$ cat src/rtl/mcs4_cycle_sequencer.sv
// MCS-4 instruction-cycle sequencer: 8-phase subcycle stepping, SYNC,
// OPR/OPA and second-word latching, two-word/FIN sequencing, halt control
// and datapath strobes.

package mcs4;

  localparam int unsigned Char_width = 4;
  localparam int unsigned Cyc_width  = 3;

  // Subcycles of one instruction cycle, in bus order
  typedef enum logic [Cyc_width-1:0] {
    A1 = 3'd0,
    A2 = 3'd1,
    A3 = 3'd2,
    M1 = 3'd3,
    M2 = 3'd4,
    X1 = 3'd5,
    X2 = 3'd6,
    X3 = 3'd7
  } instr_cyc_t;

  // Which word of the current instruction is on the bus
  typedef enum logic [1:0] {
    FIRST  = 2'd0,
    SECOND = 2'd1,
    FIND   = 2'd2
  } word_state_t;

  // OPR encodings that matter to the sequencer
  localparam logic [Char_width-1:0] JCN_OPR     = 4'h1;
  localparam logic [Char_width-1:0] FIM_SRC_OPR = 4'h2;
  localparam logic [Char_width-1:0] FIN_JIN_OPR = 4'h3;
  localparam logic [Char_width-1:0] JUN_OPR     = 4'h4;
  localparam logic [Char_width-1:0] JMS_OPR     = 4'h5;
  localparam logic [Char_width-1:0] ISZ_OPR     = 4'h7;
  localparam logic [Char_width-1:0] IORAM_OPR   = 4'hE;

endpackage

module mcs4_cycle_sequencer
  import mcs4::*;
(
  input  logic                  clk,
  input  logic                  rst,
  input  logic                  step,
  input  logic                  halt_req,
  input  logic [Char_width-1:0] bus_in,
  output instr_cyc_t            cycle,
  output logic                  sync,
  output logic [Char_width-1:0] opr,
  output logic [Char_width-1:0] opa,
  output logic [Char_width-1:0] arg_hi,
  output logic [Char_width-1:0] arg_lo,
  output logic                  word2,
  output logic                  fin_ind,
  output logic                  pc_inc,
  output logic                  exec,
  output logic                  cm_rom,
  output logic                  cm_ram,
  output logic                  halted
);

  word_state_t           word_q;
  word_state_t           word_nxt;
  instr_cyc_t            cycle_nxt;
  logic [Char_width-1:0] opr_nxt;
  logic [Char_width-1:0] opa_nxt;
  logic [Char_width-1:0] arg_hi_nxt;
  logic [Char_width-1:0] arg_lo_nxt;
  logic                  halted_nxt;

  logic                  two_word;
  logic                  fin_op;
  logic                  live;
  logic                  exec_phase;
  logic                  instr_done;
  logic                  io_sel;

  // Classify the latched first word
  always_comb begin
    two_word = 1'b0;
    fin_op   = 1'b0;
    case (opr)
      JCN_OPR, JUN_OPR, JMS_OPR, ISZ_OPR: two_word = 1'b1;
      FIM_SRC_OPR:                        two_word = ~opa[0];
      FIN_JIN_OPR:                        fin_op   = ~opa[0];
      default: begin
        two_word = 1'b0;
        fin_op   = 1'b0;
      end
    endcase
  end

  // Next-state logic: subcycle advance, nibble latching, word sequencing, halt
  always_comb begin
    cycle_nxt  = cycle;
    word_nxt   = word_q;
    opr_nxt    = opr;
    opa_nxt    = opa;
    arg_hi_nxt = arg_hi;
    arg_lo_nxt = arg_lo;
    halted_nxt = halted;

    if (halted) begin
      // Stay parked at A1 until the request drops; step is ignored
      if (!halt_req) begin
        halted_nxt = 1'b0;
      end
    end else if (step) begin
      case (cycle)
        M1: begin
          if (word_q == FIRST) opr_nxt    = bus_in;
          else                 arg_hi_nxt = bus_in;
        end
        M2: begin
          if (word_q == FIRST) opa_nxt    = bus_in;
          else                 arg_lo_nxt = bus_in;
        end
        X3: begin
          if ((word_q == FIRST) && two_word)    word_nxt = SECOND;
          else if ((word_q == FIRST) && fin_op) word_nxt = FIND;
          else                                  word_nxt = FIRST;
          // Halt only at an instruction boundary
          if ((word_nxt == FIRST) && halt_req) begin
            halted_nxt = 1'b1;
          end
        end
        default: begin
          word_nxt = word_q;
        end
      endcase

      if (cycle == X3) cycle_nxt = A1;
      else             cycle_nxt = instr_cyc_t'(Cyc_width'(cycle) + Cyc_width'(1));
    end
  end

  // State and latch registers with synchronous reset
  always_ff @(posedge clk) begin
    if (rst) begin
      cycle  <= A1;
      word_q <= FIRST;
      opr    <= '0;
      opa    <= '0;
      arg_hi <= '0;
      arg_lo <= '0;
      halted <= 1'b0;
    end else begin
      cycle  <= cycle_nxt;
      word_q <= word_nxt;
      opr    <= opr_nxt;
      opa    <= opa_nxt;
      arg_hi <= arg_hi_nxt;
      arg_lo <= arg_lo_nxt;
      halted <= halted_nxt;
    end
  end

  // Datapath strobes; suppressed during reset and while halted
  always_comb begin
    live       = ~rst & ~halted;
    exec_phase = (cycle == X1) | (cycle == X2) | (cycle == X3);
    instr_done = ((word_q == FIRST) & ~two_word & ~fin_op)
               | (word_q == SECOND)
               | (word_q == FIND);

    word2   = (word_q == SECOND);
    fin_ind = (word_q == FIND);

    sync   = live & (cycle == X3);
    // FIND fetch addresses through register pair 0, so the PC holds
    pc_inc = live & step & (cycle == M2) & (word_q != FIND);
    exec   = live & exec_phase & instr_done;

    // I/O-RAM group or SRC selects the ROM/RAM chips at X2
    io_sel = exec & ((opr == IORAM_OPR) | ((opr == FIM_SRC_OPR) & opa[0]));
    cm_rom = live & ((cycle == A3) | ((cycle == X2) & io_sel));
    cm_ram = live & (cycle == X2) & io_sel;
  end

endmodule

$ cat config.mk
export PLATFORM = sky130hd
export DESIGN_NAME = mcs4_cycle_sequencer
export DESIGN_NICKNAME = d
export VERILOG_FILES = /design/src/rtl/mcs4_cycle_sequencer.sv
export SDC_FILE = /design/constraint.sdc
export NUM_CORES = 1
export LEC_CHECK = 0
export CORE_UTILIZATION = 45
export CTS_BUF_LIST = sky130_fd_sc_hd__clkbuf_4 sky130_fd_sc_hd__clkbuf_8 sky130_fd_sc_hd__clkbuf_16
export CTS_CLUSTER_SIZE = 40
export DETAILED_ROUTE_END_ITERATION = 12
export PLACE_DENSITY = 0.83
export SETUP_SLACK_MARGIN = 0.02
export SLEW_MARGIN = 30
export SYNTH_ARGS = -nofsm -noshare
export SYNTH_HDL_FRONTEND = slang
export SYNTH_SLANG_ARGS = --single-unit
$ cat constraint.sdc
create_clock -name clk -period 3.15 [get_ports clk]
set_input_delay 0.945 -clock clk [delete_from_list [all_inputs] [get_ports clk]]
set_output_delay 0.945 -clock clk [all_outputs]
set_load 0.02 [all_outputs]
==> impl.org <==
** Run status
- Status :: finished, final reports clean

** Route
- In the routed layout, each cell is associated on average with a via count of 5.22.
- Detailed-route wire length :: ~2500 um
- After detailed routing, the average wire length per cell comes to 13.4 um.
- For this run, the detailed router's first-pass iteration total came to 4.
- Number of remaining DRC errors :: 0
- Across all layers, the routed design uses between 900 and 1,000 vias.
- In this run, the number of DRC markers left after iteration 0 of detailed routing was 18.
- Final ANT Viol Nets :: 0

** Place
- Post-DP Area :: roughly 0.0015 mm2
- In this run, placement finished with an instance count of 179.
- Hpwl dp :: 1810 um
- The congestion estimate from routability-driven global placement came to approximately 0.8.
- Buffers placed on the I/O ports in this run total 34.

** Yosys
- Total number of yosys warnings :: 0
- By area the synthesized netlist is led by sky130_fd_sc_hd__dfxtp_1 (40%), sky130_fd_sc_hd__mux2i_1 (15%), sky130_fd_sc_hd__nor2_1 (7.6%).
- Area share of the largest cell type after synthesis :: 40.3%
- In this run the cell area of the synthesized design comes to 0.00109 mm2.
- Synthesis produced around 120 cells.
- Synthesized area per cell :: 9.42 um2
- In this run, synthesis produced a sequential element count of 22.
- Proportion of synthesized chip area in sequential cells :: roughly 40%
- The synthesized netlist contains 31 unique library cells.
- The number of nets handed over by synthesis was 130.
- The largest total area in the synthesized netlist belongs to sky130_fd_sc_hd__dfxtp_1.

** Clock tree
- The clock drives 22 sinks.
- Clock Tree Buf Depth :: 2
- Buffer cell driving the clock tree root :: sky130_fd_sc_hd__clkbuf_4
- At the later pin of the worst-skew pair, clock insertion delay measures 0.31 ns.
- Clk slew on worst S/H paths :: 0.12 ns
- The number of clock buffers added by TritonCTS is 3.
- TritonCTS built the clock tree.
- In this run the number of H-tree levels came out at 1.

** Floorplanning
- Measured along the x axis, the die boundary spans between 50 and 60 um.
- Floorplan core area :: 0.00225 mm2
- After floorplanning, the core was divided into 17 placement rows.
- Number of placed I/O pins :: 35
- From bottom edge to top edge, the die measures 51.3 um.
- Starting utilization of the core area :: 48.4%
- Area of the die :: approximately 0.0026 mm2

** Global route
- The via count of the first global-routing pass came to slightly above 900.
- For met1 alone, demand over resource in global routing was between 20% and 30%.
- Global-route wire length before repair :: 4150 um
- Across every metal layer, demand over resource in global routing totals a little over a fifth.
- Aggregate global routing overflow :: 0
- The number of antenna violations at the first check in global routing came to 0.
- Layer with the highest usage after global routing :: met2
- Pin count of the biggest net entering global routing :: 24
- Global-route met2 utilization :: 40.1%
- Grt met3 use :: around 3.0%

** Finish
- Area of all placed cells without fillers :: 0.00155 mm2
- Diode count :: 0
- The finished layout holds 185 standard cells, fillers aside.
- Final design utilization :: 68.8%
- Leaving out fill and tap cells, the most frequent cell in the layout is sky130_fd_sc_hd__clkdlybuf4s50_1.
- Top library cells by usage in the layout, fill and taps aside :: sky130_fd_sc_hd__clkdlybuf4s50_1 (29), sky130_fd_sc_hd__nor2_1 (21), sky130_fd_sc_hd__dfxtp_1 (21)
- Fraction of final layout cells with drive strength greater than 1 :: 13.4%
- In the final design database the tool counted about 170 nets.
- From synthesis to final layout, the design area changed by 41.9%.

** Setup path
- The number of buffers and inverters on the critical path is 2.
- Highest cell delay on the worst timing path :: 0.49 ns
- In this run the number of cells on the critical path is 4.
- Walking the worst path, the cells encountered are clkdlybuf4s50_1, nand3_1, nor4_1, dlygate4sd2_1.
- STA classifies the critical path startpoint as a primary input.
- STA puts the critical path data arrival time at 2.09 ns.
- Broken down by cell family, the worst path's largest delay share belongs to buffers and inverters.
- Worst r2r path cells :: 6
- Biggest fanout along the worst timing path :: 2
- On the critical path, the stage with the largest delay is an instance of sky130_fd_sc_hd__clkdlybuf4s50_1.
- The critical path is of the primary input to primary output type.
- CP Capture Type :: primary output
- Data on the critical path is required at its endpoint by 2.20 ns.

** Power
- Net switching is 22.5% of the power.
- The analysis attributes to cell leakage a power of about 0.60 nW.
- IR analysis of the VDD net gives a maximum drop of 0.308 mV.
- Combinational logic burns 10.9% of the power.
- Power spent charging and discharging nets :: about 0.13 mW
- The internal portion of the total power is 0.441 mW.
- Part of the total power dissipated in the clock network :: a little under two fifths
- Part of the total power dissipated in sequential elements :: 50.8%
- Power spread over the standard cell area amounts to 367 mW/mm2.

** Timing
- In the finished design, the share of the clock period the worst path needs comes to a little over nine tenths.
- Setup repair after global routing missed its margin :: no
- Highest attainable clock frequency :: 329 MHz
- Final hold viol count :: 0
- At the pin with the least slew margin, the transition time is 0.451 ns.
- The number of max-slew violations in the final report is 0.
- Post-route minimum period :: 3.04 ns
- Relative slew slack :: 69.7%
- Hold_ws :: 0.514 ns
- Worst clock skew :: about 0.0016 ns
- Final-report setup violation count :: 0

** Hold path
- The worst hold path belongs to the class flip-flop to flip-flop.
- Counting instances, the worst hold path has a depth of 2.

** Job
- Number of violations of the max-capacitance limit :: 0
==> layer usage <==
layer | share of wire (%) | vias up
li1 | - | 483
met1 | 43 | 442
met2 | 50 | 37
met3 | 5.8 | 4
met4 | 0.93 | 0
met5 | 0 | -
==> synth_stat cells (all sizes together) <==
| library cell | number |
|---|---|
| o311ai | 1 |
| a31oi | 1 |
| nand2b | 1 |
| a21oi | 5 |
| a211oi | 1 |
| o21ai | 2 |
| nand2 | 7 |
| or4b | 1 |
| and2 | 1 |
| nand3b | 2 |
| mux2i | 16 |
| nand3 | 3 |
| nor3b | 3 |
| o211ai | 1 |
| nor3 | 3 |
| nor2b | 7 |
| nand4 | 1 |
| ha | 6 |
| o21a | 1 |
| nor4 | 2 |
| clkbuf | 2 |
| dfxtp | 22 |
| nor2 | 22 |
| mux2 | 1 |
| and3 | 1 |
| inv | 3 |
==> flip-flops by register name, summed over array words and instances, names as in the netlist <==
name and count:
halted 1, arg_hi 4, word_q 2, opa 4
opr 4, cycle 3, arg_lo 4
==> worst paths after layout <==
path                                  to                   from  slack (ns)
setup reg to reg  arg_lo[2]$_SDFFE_PP0P_  cycle[1]$_SDFFE_PP0P_        1.55
setup / recovery                  pc_inc                   step        0.11
hold / removal       opa[1]$_SDFFE_PP0P_    opa[1]$_SDFFE_PP0P_        0.51
hold reg to reg      opa[1]$_SDFFE_PP0P_    opa[1]$_SDFFE_PP0P_        0.51
==> metrics by stage <==
step           total power [mW]  worst slack [ns]  setup TNS, ns
2_1_floorplan             0.326             0.135              0
3_3_place_gp              0.355            -0.714          -2.03
3_5_place_dp              0.356            -0.815          -2.39
4_1_cts                   0.574            0.0159              0
5_1_grt                   0.587            0.0479              0
6_report                  0.569             0.114              0
==> what timing repair did <==
| action | CTS | global route |
|---|---|---|
| endpoints found under the setup margin | 5 | 3 |
| hold buffers | 0 | 0 |
| pin swaps | 5 | 2 |
| buffers inserted | 2 | 0 |
| gates resized for setup | 16 | 3 |
| cloned | 0 | 0 |
==> worst reg2reg max path: cells and delay by family, from the launching register on <==
| family | cells | cell delay (ns) |
|---|---|---|
| AND/OR/NAND/NOR | 3 | 0.62 |
| buffers and inverters | 1 | 0.09 |
| adder cells (fa/ha/maj) | 1 | 0.18 |
| flip-flops | 1 | 0.37 |
| multiplexers | 1 | 0.24 |
==> power by group through the flow <==
stage	clock, mW	sequential, mW	combinational [mW]
global placement	0	0.295	0.0601
CTS	0.223	0.289	0.0621
finish	0.218	0.289	0.0618
global route	0.229	0.290	0.0674
detailed placement	0	0.295	0.0615
floorplan	0	0.299	0.0262
==> cell families (layout without fill, tap and decap cells) <==
kind of cell | after synthesis | count (layout) | share of synthesized area [%]
AND/OR/NAND/NOR | 54 | 54 | 28.1
flip-flops | 22 | 22 | 40.3
multiplexers | 17 | 17 | 15.7
AO/OA/AOI/OAI | 12 | 12 | 7.33
adder cells (fa/ha/maj) | 6 | 6 | 6.87
buffers and inverters | 5 | 46 | 1.72
==> layout make-up <==
class                      count  area, um2
fill                         197        704
sequential                    22        442
inverter                       3       11.3
clock inverter                 1       30.0
tap                           28       35.0
clock buffer                   3       22.5
multi-input combinational     89        644
timing repair buffer          39        365
Power figures use the tool's default switching activity.
